<file path="src/rtl/hard_reset_receiver_pkg.sv">
// Shared definitions for the protocol-layer hard-reset receive and transmit machines.
package hard_reset_receiver_pkg;

   localparam int unsigned STATE_W    = 5;
   localparam int unsigned ALERT_W    = 16;
   localparam int unsigned RD_W       = 8;
   localparam int unsigned HR_COUNT_W = 8;

   // One-hot receive machine states
   typedef enum logic [STATE_W-1:0] {
      ST_IDLE        = 5'b00001,
      ST_RESET_LAYER = 5'b00010,
      ST_INDICATE    = 5'b00100,
      ST_WAIT_PE     = 5'b01000,
      ST_COMPLETE    = 5'b10000
   } hr_state_e;

   // ALERT register bit positions
   localparam int unsigned ALERT_RECEIVED_HARD_RESET = 3;
   localparam int unsigned ALERT_TRANSMIT_FAILED     = 4;
   localparam int unsigned ALERT_TRANSMIT_SUCCESS    = 6;

   // RECEIVE_DETECT register bit positions
   localparam int unsigned RD_HARD_RESET_EN  = 5;
   localparam int unsigned RD_CABLE_RESET_EN = 6;

   // TRANSMIT register reset type codes shared with the transmit machine
   localparam logic [2:0] TX_TYPE_HARD_RESET  = 3'b101;
   localparam logic [2:0] TX_TYPE_CABLE_RESET = 3'b110;

   // Reset type as reported on oRESET_TYPE
   typedef enum logic {
      RST_HARD  = 1'b0,
      RST_CABLE = 1'b1
   } reset_type_e;

   // Saturating increment for the accepted-reset counter
   function automatic logic [HR_COUNT_W-1:0] sat_inc(input logic [HR_COUNT_W-1:0] v);
      return (&v) ? v : v + HR_COUNT_W'(1);
   endfunction

endpackage

</file>
<file path="src/rtl/hr_timeout_counter.sv">
// Loadable up-counter with clear, enable and terminal-count flag.
module hr_timeout_counter #(
   parameter int unsigned CNT_W    = 10,
   parameter int unsigned TERMINAL = 899
) (
   input  logic             clk,
   input  logic             rst_n,
   input  logic             clr,
   input  logic             en,
   input  logic             load,
   input  logic [CNT_W-1:0] load_val,
   output logic             tc_c
);

   logic [CNT_W-1:0] cnt_q;
   logic [CNT_W-1:0] cnt_d;

   // Next count: clear beats load beats increment
   always_comb begin
      cnt_d = cnt_q;
      if (clr) begin
         cnt_d = '0;
      end else if (load) begin
         cnt_d = load_val;
      end else if (en) begin
         cnt_d = cnt_q + CNT_W'(1);
      end
   end

   // Count register
   always_ff @(posedge clk or negedge rst_n) begin
      if (!rst_n) begin
         cnt_q <= '0;
      end else begin
         cnt_q <= cnt_d;
      end
   end

   assign tc_c = (cnt_q == CNT_W'(TERMINAL));

endmodule

</file>
<file path="src/rtl/hard_reset_receiver.sv">
// Hard/Cable Reset receive machine: resets the protocol layer, raises ALERT,
// tells the policy engine and stays busy until it reports completion.
// Optional bounded wait on the policy engine: define HR_COMPLETE_TIMEOUT_EN.
module hard_reset_receiver
   import hard_reset_receiver_pkg::*;
#(
   parameter int unsigned TIMEOUT_CYCLES = 900,
   parameter int unsigned CNT_W          = 10
) (
   input  logic                  CLK,
   input  logic                  reset,
   input  logic                  iRX_HARD_RESET,
   input  logic                  iRX_CABLE_RESET,
   input  logic [RD_W-1:0]       iRECEIVE_DETECT,
   input  logic [ALERT_W-1:0]    iALERT_CLEAR,
   input  logic                  iPE_HR_COMPLETE,
   output logic [ALERT_W-1:0]    oALERT,
   output logic [RD_W-1:0]       oRECEIVE_DETECT,
   output logic                  oRECEIVE_DETECT_WE,
   output logic                  oPRL_RESET,
   output logic                  oHR_INDICATION,
   output logic                  oRESET_TYPE,
   output logic                  oHR_BUSY,
   output logic [HR_COUNT_W-1:0] oHR_COUNT,
   output logic                  oHR_TIMEOUT
);

   hr_state_e             state_q, state_d;
   logic                  prl_reset_q, prl_reset_d;
   logic                  rd_we_q, rd_we_d;
   logic                  indication_q, indication_d;
   logic                  alert_hr_q, alert_hr_d;
   logic                  reset_type_q, reset_type_d;
   logic                  busy_q, busy_d;
   logic [HR_COUNT_W-1:0] count_q, count_d;
   logic                  timeout_q, timeout_d;

   logic hr_evt_c;
   logic cr_evt_c;
   logic evt_c;
   logic timeout_c;

   // Only enabled detections count as events
   assign hr_evt_c = iRX_HARD_RESET  & iRECEIVE_DETECT[RD_HARD_RESET_EN];
   assign cr_evt_c = iRX_CABLE_RESET & iRECEIVE_DETECT[RD_CABLE_RESET_EN];
   assign evt_c    = hr_evt_c | cr_evt_c;

`ifdef HR_COMPLETE_TIMEOUT_EN
   logic cnt_clr_c;
   logic cnt_en_c;
   logic tc_c;

   assign cnt_clr_c = (state_q == ST_INDICATE);
   assign cnt_en_c  = (state_q == ST_WAIT_PE);

   hr_timeout_counter #(
      .CNT_W    (CNT_W),
      .TERMINAL (TIMEOUT_CYCLES - 1)
   ) u_timeout_cnt (
      .clk      (CLK),
      .rst_n    (reset),
      .clr      (cnt_clr_c),
      .en       (cnt_en_c),
      .load     (1'b0),
      .load_val ('0),
      .tc_c     (tc_c)
   );

   // Completion from the policy engine in the terminal cycle pre-empts the timeout
   assign timeout_c = (state_q == ST_WAIT_PE) & tc_c & ~iPE_HR_COMPLETE;
`else
   logic [CNT_W-1:0] unused_cfg_c;

   assign unused_cfg_c = CNT_W'(TIMEOUT_CYCLES);
   assign timeout_c    = 1'b0;
`endif

   // Next state: a qualified event restarts the sequence from any state
   always_comb begin
      state_d = state_q;
      if (evt_c) begin
         state_d = ST_RESET_LAYER;
      end else begin
         unique case (state_q)
            ST_IDLE:        state_d = ST_IDLE;
            ST_RESET_LAYER: state_d = ST_INDICATE;
            ST_INDICATE:    state_d = ST_WAIT_PE;
            ST_WAIT_PE:     if (iPE_HR_COMPLETE || timeout_c) state_d = ST_COMPLETE;
            ST_COMPLETE:    state_d = ST_IDLE;
            default:        state_d = ST_IDLE;
         endcase
      end
   end

   // Output and status next values; pulses decode the upcoming state so they register in step with it
   always_comb begin
      prl_reset_d  = (state_d == ST_RESET_LAYER);
      rd_we_d      = (state_d == ST_RESET_LAYER);
      indication_d = (state_d == ST_INDICATE);
      busy_d       = (state_d != ST_IDLE);
      alert_hr_d   = (state_q == ST_INDICATE) |
                     (alert_hr_q & ~iALERT_CLEAR[ALERT_RECEIVED_HARD_RESET]);
      reset_type_d = reset_type_q;
      count_d      = count_q;
      timeout_d    = timeout_q;
      if (evt_c) begin
         reset_type_d = hr_evt_c ? RST_HARD : RST_CABLE;
         count_d      = sat_inc(count_q);
         timeout_d    = 1'b0;
      end else if (timeout_c) begin
         timeout_d    = 1'b1;
      end
   end

   // State and output registers
   always_ff @(posedge CLK or negedge reset) begin
      if (!reset) begin
         state_q      <= ST_IDLE;
         prl_reset_q  <= 1'b0;
         rd_we_q      <= 1'b0;
         indication_q <= 1'b0;
         alert_hr_q   <= 1'b0;
         reset_type_q <= 1'b0;
         busy_q       <= 1'b0;
         count_q      <= '0;
         timeout_q    <= 1'b0;
      end else begin
         state_q      <= state_d;
         prl_reset_q  <= prl_reset_d;
         rd_we_q      <= rd_we_d;
         indication_q <= indication_d;
         alert_hr_q   <= alert_hr_d;
         reset_type_q <= reset_type_d;
         busy_q       <= busy_d;
         count_q      <= count_d;
         timeout_q    <= timeout_d;
      end
   end

   logic unused_in_c;
   assign unused_in_c = ^{iALERT_CLEAR[15:4], iALERT_CLEAR[2:0],
                          iRECEIVE_DETECT[7], iRECEIVE_DETECT[4:0]};

   assign oALERT             = ALERT_W'(alert_hr_q) << ALERT_RECEIVED_HARD_RESET;
   assign oRECEIVE_DETECT    = '0;
   assign oRECEIVE_DETECT_WE = rd_we_q;
   assign oPRL_RESET         = prl_reset_q;
   assign oHR_INDICATION     = indication_q;
   assign oRESET_TYPE        = reset_type_q;
   assign oHR_BUSY           = busy_q;
   assign oHR_COUNT          = count_q;
   assign oHR_TIMEOUT        = timeout_q;

endmodule

</file>
<file path="config.mk">
export PLATFORM = sky130hd
export DESIGN_NAME = hard_reset_receiver
export DESIGN_NICKNAME = d
export VERILOG_FILES = /design/src/rtl/hard_reset_receiver_pkg.sv /design/src/rtl/hr_timeout_counter.sv /design/src/rtl/hard_reset_receiver.sv
export SDC_FILE = /design/constraint.sdc
export NUM_CORES = 1
export LEC_CHECK = 0
export CAP_MARGIN = 20
export CELL_PAD_IN_SITES_DETAIL_PLACEMENT = 0
export CELL_PAD_IN_SITES_GLOBAL_PLACEMENT = 1
export CORE_MARGIN = 4
export CORE_UTILIZATION = 42
export DETAILED_ROUTE_END_ITERATION = 16
export DONT_BUFFER_PORTS = 1
export GPL_ROUTABILITY_DRIVEN = 0
export GPL_TIMING_DRIVEN = 1
export PLACE_DENSITY = 0.85
export SLEW_MARGIN = 20
export SYNTH_ARGS = -nofsm -noshare
export SYNTH_HDL_FRONTEND = slang
export SYNTH_SLANG_ARGS = --single-unit
</file>
<file path="constraint.sdc">
create_clock -name CLK -period 3.4 [get_ports CLK]
set_input_delay 0.17 -clock CLK [delete_from_list [all_inputs] [get_ports CLK]]
set_output_delay 0.17 -clock CLK [all_outputs]
set_load 0.02 [all_outputs]
</file>
==> reports/results.ini <==
[place]
pre_cts_ws_ns = 1.76
dpl_cell_area_um2 = 942
dp_hpwl_mm = 1.18
io_buffers = 0

[routing]
drt_iter0_drc = 7
antenna_left = 0
vias = 602
wl_mm = 1.63
viasPerCell = 4.78
drc = 0
firstDrtPassIters = 2
post_drt_wl_per_cell_um = 12.9

[global_routing]
grt_pass1_wl_mm = 2.62
grt_pass1_vias = 590
grt.total_usage = 0.101
grt-ovfl-total = 0
grt_max_degree = 19
antenna_found_initial = 0

[clock_network]
cts_root_buffer = clkbuf_4
post_cts_buffers = 0
insertion_delay_ns = 0.29
cts_max_path_buffers = 2
numClockSinks = 18
cts-buffers-inserted = 3
path_clk_slew_ns = 0.10
cts_tree = built
htreeDepth = 1

[floorplan]
coreArea_um2 = 2280
fp.dieW_um = 57.6
rows = 17
num_io_pins = 67
initial_utilization = 0.454
dieHeight_um = 57.6
dieArea_um2 = 3310

[pwr]
pwr_density_cell_nw_per_um2 = 635
power_leakage_uw = 0.000482
ir_drop_uv = 439
power_uw = 665

[timing]
fin_crit_sh = 0.487
fmax_mhz = 604
skew_ns = 0.00583
finalSetupViolCount = 0
tightest_slew_ns = 0.800
finalSetupTns_ns = 0
rsz0062_at_grt = false
worst_hold_slack_ns = 0.0918
slew_headroom = 0.465
fin_crit_ns = 1.65
fin_ws_ns = 1.75
hold_viol = 0
finalMaxSlewViolations = 0

[synth]
async_flop_share = 1.00
synth.area.top_cells = dfrtp_1 41%, buf_4 19%, xnor2_1 5.1%
synth_cell_type_count = 34
post-synth-top-count-cell = buf_4
yosys-top-cells-count = 26 x buf_4, 17 x dfrtp_1, 6 x xnor2_1
syn_inst = 92
syn_area_um2 = 1030
synth_area_per_cell_um2 = 11.2
synth_warnings = 0
synth-main-ff-cell = dfrtp_1
synth_edf_count = 0
ys_seq_area_frac = 0.438
synth_seq_cells = 18
synth_top_area_share = 0.412
yosysTopAreaCell = dfrtp_1

[setup_path]
end_kind = flop
critPathKind = reg2reg
cp.required_ns = 3.58
crit_path_start_kind = flop
crit_fanout = 6
arrival_ns = 1.83
reg2reg_slack_ns = 1.75

[job]
drv_cap = 0

[final_layout]
final_nets = 129
fill_cells = 212
design_area_um2 = 1050
area_growth_pct = 1.58
antenna_cells = 0
drive_above_1_share = 0.133

[min_path]
hold_class = in2reg

[run_status]
run_status = complete, no violations

[flip-flops by register name, summed over array words and instances (netlist names)]
signal / cells
oHR_BUSY: 1
alert_hr_q: 1
oRESET_TYPE: 1
oHR_INDICATION: 1
state_q: 5
oRECEIVE_DETECT_WE: 1
oHR_COUNT: 8
[power breakdown]
part	leakage (uW)	switching, uW	internal, uW	total (uW)
clock	0.0000210	65.2	65.2	130
sequential	0.000225	130	264	394
combinational	0.000235	74.3	67.1	141
total	0.000482	269	396	665
[worst max-delay path, cell delays in order, from the launching register on]
cell     delay [ns]
dfrtp_1        0.53
ha_1           0.25
nand3_1        0.20
o21ai_2        0.24
mux2_1         0.33
[layer usage]
metal | up-vias | wire (um) | share of wire | track usage
met4 | 0 | 0 | 0 | 0.0199
met3 | 0 | 212 | 0.13 | 0.0611
met5 | - | 0 | 0 | 0
li1 | 281 | - | - | -
met1 | 289 | 576 | 0.35 | 0.107
met2 | 32 | 836 | 0.51 | 0.171
[worst paths after layout]
check / startpoint / end / depth (start not counted)
worst max-delay path: oHR_COUNT[0] / oHR_COUNT[1] / 4
worst min-delay path: iRECEIVE_DETECT[6] / state_q[1] / 1
worst max register to register: oHR_COUNT[0] / oHR_COUNT[1] / 4
worst min register to register: state_q[4] / alert_hr_q / 1
max in group asynchronous: reset / oHR_COUNT[3] / 1
min in group asynchronous: reset / oHR_BUSY / 1
[cell type report]
cell class	instances	area (um2)	area share
flip-flops and latches	18	452	0.431
multi-input cells	67	448	0.427
repair buffers	7	70.1	0.0668
clock buffers	4	36.3	0.0346
well taps	28	35.0	0.0334
inverters	2	7.51	0.00716
[kinds of logic (layout without fill, tap and decap cells)]
kind of cell | Yosys count | count (layout) | synth area share
other | 1 | 24 | 0.00363
and+or+nand+nor | 20 | 20 | 0.150
AOI/OAI and AO/OA | 13 | 13 | 0.102
adders and majority gates | 1 | 1 | 0.0121
xor gates and xnor gates | 6 | 6 | 0.0509
muxes | 3 | 3 | 0.0315
DFF | 18 | 18 | 0.438
buffers and inverters | 30 | 13 | 0.212
[cell usage in the layout, fill, tap and decap left out, types with 2 or more instances in the layout]
master / count
dfrtp_1: 17
nor2_1: 3
conb_1: 24
nand3_1: 2
nor4b_2: 2
mux2_1: 2
dlygate4sd3_1: 7
a21oi_1: 4
xnor2_1: 6
inv_1: 2
and3_1: 2
clkbuf_4: 3
nand2_1: 3
[what timing repair did]
action / CTS / global route
hold buffers: 7 / 0
hold endpoints to repair: 22 / 0
gates resized for setup: 0 / 0
[per-stage QoR]
stage | util | instances
final | 0.461 | 126
after global routing | 0.461 | 126
after CTS | 0.461 | 126
after detailed placement | 0.414 | 115
after global placement | 0.414 | 115
after floorplan | - | 115
(Power assumes the default switching activity.)
